<file path="config.mk">
export PLATFORM = sky130hd
export DESIGN_NAME = prog_loader
export DESIGN_NICKNAME = d
export VERILOG_FILES = /design/src/rtl/prog_loader.sv
export SDC_FILE = /design/constraint.sdc
export NUM_CORES = 1
export LEC_CHECK = 0
export ABC_CLOCK_PERIOD_IN_PS = 3200
export BUFFER_PORTS_ARGS = -buffer_cell sky130_fd_sc_hd__buf_2
export CORE_MARGIN = 10
export CORE_UTILIZATION = 61
export CTS_CLUSTER_SIZE = 28
export DETAILED_ROUTE_END_ITERATION = 7
export HOLD_SLACK_MARGIN = 0.12
export PLACE_DENSITY = 0.84
export SLEW_MARGIN = 15
export SYNTH_ARGS = -nofsm -noshare
export SYNTH_HDL_FRONTEND = slang
export SYNTH_SLANG_ARGS = --single-unit
</file>
<file path="constraint.sdc">
create_clock -name clk1 -period 3.2 [get_ports clk1]
set_input_delay 0.32 -clock clk1 [delete_from_list [all_inputs] [get_ports clk1]]
set_output_delay 0.32 -clock clk1 [all_outputs]
set_load 0.02 [all_outputs]
</file>
<file path="src/rtl/prog_loader.sv">
// Boot-image loader: waits for a sync byte, takes a word count, assembles bytes
// MSB-first into 32-bit words for instruction memory, then verifies an XOR checksum.
module prog_loader #(
    parameter logic [7:0] SYNC_BYTE = 8'hA5,
    parameter int         TIMEOUT   = 1000
) (
    input  logic        clk1,
    input  logic        reset,
    input  logic        rx_valid,
    input  logic [7:0]  rx_data,
    output logic        rx_ready,
    output logic        wr_en,
    output logic [7:0]  wr_addr,
    output logic [31:0] wr_data,
    output logic        cpu_hold,
    output logic        done,
    output logic        err
);

    localparam int IW = $clog2(TIMEOUT + 1);
    localparam logic [IW-1:0] IDLE_LIMIT = IW'(TIMEOUT - 1);

    typedef enum logic [2:0] {
        S_IDLE,
        S_COUNT,
        S_DATA,
        S_CHECK,
        S_DONE,
        S_ERROR
    } state_t;

    state_t        state;
    state_t        state_nxt;
    logic [7:0]    count_n;
    logic [7:0]    word_idx;
    logic [1:0]    byte_idx;
    logic [31:0]   shift_reg;
    logic [7:0]    csum;
    logic [IW-1:0] idle_cnt;

    logic accept;
    logic loading;
    logic timeout_hit;
    logic last_byte;
    logic last_word;

    // Handshake: a byte transfers on a clk1 edge only when rx_valid and rx_ready are both high.
    assign rx_ready    = (state == S_IDLE) || (state == S_COUNT) ||
                         (state == S_DATA) || (state == S_CHECK);
    assign accept      = rx_valid && rx_ready;
    assign loading     = (state == S_COUNT) || (state == S_DATA) || (state == S_CHECK);
    assign timeout_hit = loading && !accept && (idle_cnt == IDLE_LIMIT);
    assign last_byte   = (byte_idx == 2'd3);
    assign last_word   = (word_idx == count_n - 8'd1);

    assign done     = (state == S_DONE);
    assign err      = (state == S_ERROR);
    assign cpu_hold = (state != S_DONE);

    always_ff @(posedge clk1) begin
        if (reset) begin
            state <= S_IDLE;
        end else begin
            state <= state_nxt;
        end
    end

    always_comb begin
        state_nxt = state;
        case (state)
            S_IDLE: begin
                if (accept && rx_data == SYNC_BYTE) state_nxt = S_COUNT;
            end
            S_COUNT: begin
                if (accept) state_nxt = (rx_data == 8'd0) ? S_ERROR : S_DATA;
            end
            S_DATA: begin
                if (accept && last_byte && last_word) state_nxt = S_CHECK;
            end
            S_CHECK: begin
                if (accept) state_nxt = (rx_data == csum) ? S_DONE : S_ERROR;
            end
            default: state_nxt = state;
        endcase
        if (timeout_hit) state_nxt = S_ERROR;
    end

    always_ff @(posedge clk1) begin
        if (reset) begin
            count_n   <= 8'd0;
            word_idx  <= 8'd0;
            byte_idx  <= 2'd0;
            shift_reg <= 32'd0;
            csum      <= 8'd0;
            idle_cnt  <= '0;
            wr_en     <= 1'b0;
            wr_addr   <= 8'd0;
            wr_data   <= 32'd0;
        end else begin
            wr_en <= 1'b0;

            if (loading && !accept) begin
                idle_cnt <= idle_cnt + IW'(1);
            end else begin
                idle_cnt <= '0;
            end

            if (state == S_COUNT && accept) begin
                count_n   <= rx_data;
                word_idx  <= 8'd0;
                byte_idx  <= 2'd0;
                shift_reg <= 32'd0;
                csum      <= 8'd0;
            end

            // The 4th byte of a word completes it and issues the write on the same edge.
            if (state == S_DATA && accept) begin
                shift_reg <= {shift_reg[23:0], rx_data};
                csum      <= csum ^ rx_data;
                byte_idx  <= byte_idx + 2'd1;
                if (last_byte) begin
                    wr_en    <= 1'b1;
                    wr_addr  <= word_idx;
                    wr_data  <= {shift_reg[23:0], rx_data};
                    word_idx <= word_idx + 8'd1;
                end
            end
        end
    end

endmodule
</file>
# [Word level (Yosys, flattened, before mapping)]
# Cells that the tools add are included.
[word_totals] ff_bits=104
[op_classes] add_sub_neg=4 n_eq_ne=19 mux=18 n_bitwise=3 n_reduce_logical=25
[op_table] cell="24-bit two-way mux" count=2
[op_table] cell="8-bit two-way mux" count=5
[op_table] cell="3-bit two-way mux" count=6
[op_table] cell="8-bit == test" count=2
[op_table] cell="3-bit case mux with 4 select lines" count=1
[op_table] cell="10-bit by 1-bit adder with 10-bit output (second input constant)" count=1
[op_table] cell="10-bit == test (second input constant)" count=1
[op_table] cell="5-bit AND reduction" count=2
[op_table] cell="3-bit inequality test (second input constant)" count=3
[op_table] cell="8-bit by 1-bit adder with 8-bit output (second input constant)" count=1
[op_table] cell="8-bit == test (second input constant)" count=1
[op_table] cell="1-bit logical AND" count=8
[op_table] cell="8-bit zero test" count=1
[op_table] cell="8-bit by 1-bit subtractor with 8-bit output (second input constant)" count=1
[op_table] cell="8-bit XOR" count=1
[op_table] cell="3-bit by 2-bit == test with 1-bit output (second input constant)" count=2
[op_table] cell="3-bit == test (second input constant)" count=2
[op_table] cell="3-bit by 2-bit inequality test with 1-bit output (second input constant)" count=2
[op_table] cell="2-bit OR reduction" count=3
[op_table] cell="1-bit logical OR" count=5
[op_table] cell="5-bit nonzero test" count=1
[op_table] cell="2-bit two-way mux" count=2
[op_table] cell="2-bit by 1-bit inequality test with 1-bit output (second input constant)" count=2
[op_table] cell="2-bit inequality test (second input constant)" count=2
[op_table] cell="10 further kinds" count=12

# [Logic depth before layout (Yosys ltp)]
# Gate-level depths: netlist of run 1.
[depth] ltp_word=10 mapped_depth=9 depth_no_buf=7

# [Least setup slack after synthesis of run 1]
# No wires, ideal clock.
[synth_timing] path_type="flip-flop to flip-flop" from="reg count_n[0]" to="reg state[0]" setup_ns=0.079 arrival_time_ns=1.732 required_time_ns=3.121 setup_slack_ns=1.389 stages_incl_launch_ff=10 path_buffers=2 period_less_slack_ns=1.811 cell_sequence="dfxtp_1 -> clkbuf_1 -> inv_1 -> ha_1 -> clkbuf_2 -> o21ba_2 -> a221oi_1 -> a41o_1 -> o211ai_1 -> a211oi_2"
[synth_via] elab_chain_cells=5
[synth_rtl] item="from (decl)" line="34" rtl="logic [7:0] count_n;"
[synth_rtl] item="from (signal assigned)" line="109" rtl="count_n <= rx_data;"
[synth_rtl] item="8-bit by 1-bit subtractor with 8-bit output" line="54" rtl="assign last_word = (word_idx == count_n - 8'd1);"
[synth_rtl] item="8-bit == test" line="54"
[synth_rtl] item="1-bit logical AND" line="78" rtl="if (accept && last_byte && last_word) state_nxt = S_CHECK;"
[synth_rtl] item="3-bit by 2-bit inequality test with 1-bit output (no source line)"
[synth_rtl] item="5-bit AND reduction (no source line)"
[synth_rtl] item="to (signal assigned)" line="64" rtl="state <= state_nxt;"
[synth_rtl] item="to (decl)" line="32" rtl="state_t state;"
# Every way passes these cells.
# A chain may end at the register's enable or synchronous reset.

# [Final worst setup path of run 1]
[layout_timing] from="reg state[0]" to="reg csum[2]"
[layout_via] elab_chain_cells=7 elab_cells_between_ends=12 cone_classes="3 x eq/ne; 1 x mux; 8 x reduce/logical"
[layout_rtl] item="3-bit by 1-bit == test with 1-bit output or 3-bit zero test (tied branches)" line="48, 108"
[layout_rtl] item="1-bit logical OR (2 in a row)" line="48" rtl="assign rx_ready = (state == S_IDLE) || (state == S_COUNT) ||"
[layout_rtl] item="1-bit logical OR" line="49" rtl="(state == S_DATA) || (state == S_CHECK);"
[layout_rtl] item="1-bit logical AND" line="50" rtl="assign accept = rx_valid && rx_ready;"
[layout_rtl] item="1-bit logical AND, on equally long branches" line="117, 108"
[layout_rtl] item="8-bit two-way mux or 2-bit nonzero test (tied branches)"
[layout_rtl] item="to (signal assigned)" line="119" rtl="csum <= csum ^ rx_data;"
[layout_rtl] item="to (decl)" line="38" rtl="logic [7:0] csum;"
# Parallel ways exist; a longest one is shown, timed or not.

==> impl_metrics.json, run 1 <==
{
  "tns_ps": 0,
  "netlist.area_leader.share": 0.482,
  "synth_ff_type": "dfxtp_1",
  "irDropWorstVdd_mv": 0.279,
  "skew_ps": 11.4,
  "row_count": 30,
  "worstPathArrival_ps": 2490,
  "numCtsBuffers": 9,
  "finalNonFillerCells": 674,
  "initial_utilization": 0.632,
  "cts_resized": 0,
  "endpoint_kind": "flip-flop",
  "endpoint": "csum[2]$_SDFFE_PP0P_",
  "worstReg2RegStart": "state[0]$_SDFFE_PP0P_",
  "grt_pass1_vias": 3510,
  "max-clock-path-buffers": 2,
  "routed_via_density": 5.52,
  "wirelength_um": 9600,
  "setup_viol": 0,
  "post_cts_buffers": 0,
  "diodes": 0,
  "run_status": "finished clean",
  "fmaxAchievable_mhz": 456,
  "worst_slack_ps": 1010,
  "yosys_warnings": 0,
  "hpwl_um": 6560,
  "drc": 0,
  "synth-seq-area-share": 0.482,
  "core_region_area_um2": 6830,
  "period_needed_ps": 2190,
  "synth_top_cell_by_area": "dfxtp_1",
  "slew_violations": 0,
  "cts_tree": "yes",
  "clk_pin_slew_worst_paths_ps": 100,
  "antenna_left": 0,
  "async_reset_ff_frac": 0,
  "slew_headroom": 0.300,
  "fin_nets": 588,
  "num_vias": 3721,
  "die-area_um2": 10800,
  "pre_cts_slack_ps": 1060,
  "setup.worst_path.start": "state[0]$_SDFFE_PP0P_",
  "area_growth_pct": 11.3,
  "ff2ff_setup_slack_ps": 1010,
  "dr.first_iter.drc_count": 169,
  "powerDensity_nw_per_um2": 461,
  "rr_endpoint": "csum[2]$_SDFFE_PP0P_",
  "antenna_found_initial": 0,
  "synthMuxAreaShare": 0.00493,
  "io_buffers": 55,
  "finalPower_mw": 2.21,
  "clockRootBuffer": "clkbuf_8",
  "clk_latency_ps": 380,
  "grt_start_max_net_pins": 52,
  "synth_nets": 559,
  "syn_inst": 544,
  "die_x_um": 104,
  "hold_viol_final": 0,
  "synth_compound_area_frac": 0.164,
  "wl_per_cell_um": 14.2,
  "syn_area_um2": 4320,
  "yosys.area_share.simple": 0.238,
  "synth_top_family_by_area": "simple AND/OR/NAND/NOR gates",
  "rsz0062_at_grt": "no",
  "synth_xor_area_frac": 0.0467,
  "globalplace.congestion": 0.832,
  "synth_fa_ha_area_frac": 0.0116,
  "syn_area_per_cell_um2": 7.93,
  "synth_edf_count": 0,
  "grt_pass1_wl_um": 16200,
  "ys_top_cells_by_count": "nand2_1 (123), dfxtp_1 (104), a21oi_1 (86), nor2_1 (37), clkbuf_1 (35)",
  "dr.pass1.iters": 4,
  "crit_type": "flip-flop to flip-flop",
  "largest_reg_flops": 32,
  "ios": 56,
  "synth_seq_cells": 104,
  "cap_violations": 0,
  "synthTopCellsByArea": "dfxtp_1 (48%), nand2_1 (11%), a21oi_1 (10%)",
  "start_kind": "flip-flop",
  "dp.cells": 658,
  "worstPathMaxFanout": 35,
  "fin_crit_sh": 0.686,
  "yosysMostFrequentCell": "nand2_1",
  "gr-usage-all-layers": 0.173,
  "fp.dieH_um": 104,
  "cp.required_ps": 3490,
  "htreeDepth": 3,
  "synth_cell_types": 43,
  "tightestPinTransition_ps": 1050,
  "rr_worst_depth": 5,
  "clock_sinks": 104,
  "drive_gt1_frac": 0.152,
  "overflow": 0,
  "leakagePower_nw": 1.78,
  "hp-class": "input pin to flip-flop",
  "ctsHoldBuffers": 0
}
[cell families after synthesis]
group	after synthesis
mux	2
buf+inv	53
fa+ha+maj	4
xor+xnor	23
simple gates	234
compound gates	124
flops	104
[metrics by stage]
stage	hold WS, ps	cell area, um2	utilization
floorplan	413	4320	-
global placement	426	4600	0.674
detailed placement	433	4600	0.674
CTS	250	4800	0.703
global route	269	4800	0.703
finish	255	4800	0.703
[power by group]
part           switching [mW]  internal, mW
sequential             0.0108          1.30
combinational          0.0710        0.0340
clock                   0.494         0.305
[placed cells by master (no fill, tap or decap), types with 2 or more instances in the layout]
cell type	count
o211ai_1	4
nand3b_1	2
ha_1	4
nand4_1	4
or2_2	3
nor2b_1	3
inv_1	8
o21bai_1	2
a22oi_1	9
buf_2	55
nor2_1	37
and3_1	4
xnor2_1	10
or3_1	8
o21ai_0	12
nor4_1	5
nor3_1	15
a21oi_1	86
nand2_1	123
clkinv_8	2
clkbuf_8	9
nand3_1	25
dfxtp_1	104
clkinvlp_4	2
xor2_1	13
buf_4	7
[layout make-up]
type	instances	area, um2
fillers	584	2030
clock buffers	9	124
well taps	96	120
inverters	8	30.0
flip-flops and latches	104	2080
clock inverters	7	76.3
multi-input cells	387	2020
repair buffers	63	348
[worst min path at each step]
stage,start,to,slack [ps],cells after the start
2_1_floorplan,idle_cnt[0]$_SDFF_PP0_,idle_cnt[0]$_SDFF_PP0_,410,1
3_3_place_gp,idle_cnt[0]$_SDFF_PP0_,idle_cnt[0]$_SDFF_PP0_,430,1
3_5_place_dp,idle_cnt[0]$_SDFF_PP0_,idle_cnt[0]$_SDFF_PP0_,430,1
4_1_cts,rx_data[6],count_n[6]$_SDFFE_PP0P_,250,3
5_1_grt,rx_data[1],count_n[1]$_SDFFE_PP0P_,270,3
6_report,rx_data[1],wr_data[1]$_SDFFE_PP0P_,250,3
[routing by layer]
layer	GRT usage	part of all wire	wire [um]	vias up
li1	-	-	-	1889
met5	0	0	0	-
met3	0.0458	0.057	548	13
met4	0.0577	0.013	125	0
met2	0.291	0.48	4650	88
met1	0.209	0.45	4280	1731
[critical path: stages, from the launching register on]
cell      delay (ps)
dfxtp_1          590
nor4bb_4         100
buf_4            260
nor2_1           840
nor2_1           120
nor3_1           210
Note: power is estimated with default switching activity, not from simulation.
==> inputs of run 2 (changes only) <==
Settings changed: ABC_CLOCK_PERIOD_IN_PS 3200 to 2150, CORE_UTILIZATION 61 to 57, PLACE_DENSITY 0.84 to 0.79.
Clock period 3.2 ns to 2.15 ns, I/O delays scaled along.
==> run 2 against run 1 <==
Effect of this change: first-iteration DRC count increased by 52%; core utilization decreased by 4.2 points; flip-flop and latch count unchanged; final area increased by 0.42%; combinational power increased by 61%; clock skew decreased by 1.1 ps; count of clock-buffer cells in the layout increased by 1; sequential power increased by 49%; sequential share of layout area decreased by 0.18 points; critical endpoint is now state[0]$_SDFFE_PP0P_; largest power group unchanged.
==> impl_metrics.json, run 2 (synthesized netlist as in run 1, its figures left out) <==
{
  "hold_ws_ps": 176,
  "pre_cts_slack_ps": 252,
  "layout_common_cells": "nand2_1 (123), dfxtp_1 (104), a21oi_1 (86)",
  "tightestPinTransition_ps": 619,
  "period_needed_ps": 1900,
  "irDropWorstVdd_mv": 0.335,
  "fp.dieH_um": 107,
  "area_growth_pct": 11.7,
  "largest_reg_flops": 32,
  "hp-start": "rx_data[5]",
  "crit_type": "flip-flop to flip-flop",
  "endpoint_kind": "flip-flop",
  "io_buffers": 55,
  "routed_via_density": 5.51,
  "initial_utilization": 0.592,
  "fmaxAchievable_mhz": 525,
  "hp-class": "input pin to flip-flop",
  "hpwl_um": 6690,
  "final_common_cell": "nand2_1",
  "run_status": "finished clean",
  "grt_start_max_net_pins": 84,
  "fillCellCount": 660,
  "dr.pass1.iters": 5,
  "core_region_area_um2": 7290,
  "grt_pass1_vias": 3545,
  "overflow": 0,
  "tns_ps": 0,
  "row_count": 31,
  "diodes": 0,
  "ios": 56,
  "fin_nets": 593,
  "slew_headroom": 0.583,
  "holdPathStages": 3,
  "clk_latency_ps": 360,
  "cp.required_ps": 2440,
  "ff2ff_setup_slack_ps": 250,
  "rsz0062_at_grt": "no",
  "antenna_left": 0,
  "skew_ps": 10.3,
  "start_kind": "flip-flop",
  "antenna_found_initial": 0,
  "ctsHoldBuffers": 0,
  "cap_violations": 0,
  "worst_slack_ps": 247,
  "wirelength_um": 9750,
  "grt_pass1_wl_um": 16500,
  "finalPower_mw": 3.21,
  "numCtsBuffers": 9,
  "hold_viol_final": 0,
  "fin_crit_sh": 0.885,
  "wl_per_cell_um": 14.3,
  "globalplace.congestion": 0.801,
  "powerDensity_nw_per_um2": 665,
  "clockRootBuffer": "clkbuf_8",
  "drive_gt1_frac": 0.156,
  "clk_pin_slew_worst_paths_ps": 100,
  "worstPathMaxFanout": 7,
  "die-area_um2": 11500,
  "num_vias": 3749,
  "drc": 0,
  "gr-usage-all-layers": 0.170,
  "cts_resized": 0,
  "rr_worst_depth": 5,
  "min_to": "wr_data[5]$_SDFFE_PP0P_",
  "rr_endpoint": "state[0]$_SDFFE_PP0P_",
  "dp.cells": 666,
  "post_cts_buffers": 0,
  "htreeDepth": 3,
  "die_x_um": 107,
  "worstPathArrival_ps": 2200,
  "slew_violations": 0,
  "leakagePower_nw": 1.79,
  "setup.worst_path.start": "count_n[2]$_SDFFE_PP0P_",
  "worstReg2RegStart": "count_n[2]$_SDFFE_PP0P_",
  "dr.first_iter.drc_count": 257,
  "clock_sinks": 104,
  "cts_tree": "yes",
  "max-clock-path-buffers": 2,
  "setup_viol": 0,
  "finalNonFillerCells": 681
}
run 2: layer usage:
layer | track usage | wire [um]
met1 | 0.211 | 4380
met2 | 0.279 | 4600
met3 | 0.0479 | 639
met4 | 0.0561 | 135
met5 | 0 | 0
run 2: where the power goes:
group          switching (mW)  total, mW  internal (mW)
Combinational           0.113      0.169         0.0563
Sequential             0.0107       1.95           1.93
Clock                   0.666       1.09          0.426
run 2: final cells by class:
type	instances	area [um2]	area share
clock buffer	10	128	0.0265
clock inverter	5	38.8	0.00804
inverter	8	30.0	0.00623
multi-input combinational	387	2020	0.419
sequential	104	2080	0.432
tap	99	124	0.0257
timing repair buffer	68	398	0.0825
run 2: worst max-delay path, stage by stage (launching register included):
cell       delay, ps
dfxtp_1          370
or3_1            390
or3_1            390
a2111oi_2        350
o211ai_1         160
a211oi_2         180
run 2: through the flow:
stage	area (um2)	utilization
floorplan	4320	-
global placement	4660	0.638
detailed placement	4660	0.638
CTS	4820	0.661
global route	4820	0.661
finish	4820	0.661
run 2: worst max path at each step:
stage / cells after the start / end
2_1_floorplan: 9 / state[0]$_SDFFE_PP0P_
3_3_place_gp: 5 / state[0]$_SDFFE_PP0P_
3_5_place_dp: 5 / state[0]$_SDFFE_PP0P_
4_1_cts: 5 / state[0]$_SDFFE_PP0P_
5_1_grt: 5 / state[0]$_SDFFE_PP0P_
6_report: 5 / state[0]$_SDFFE_PP0P_
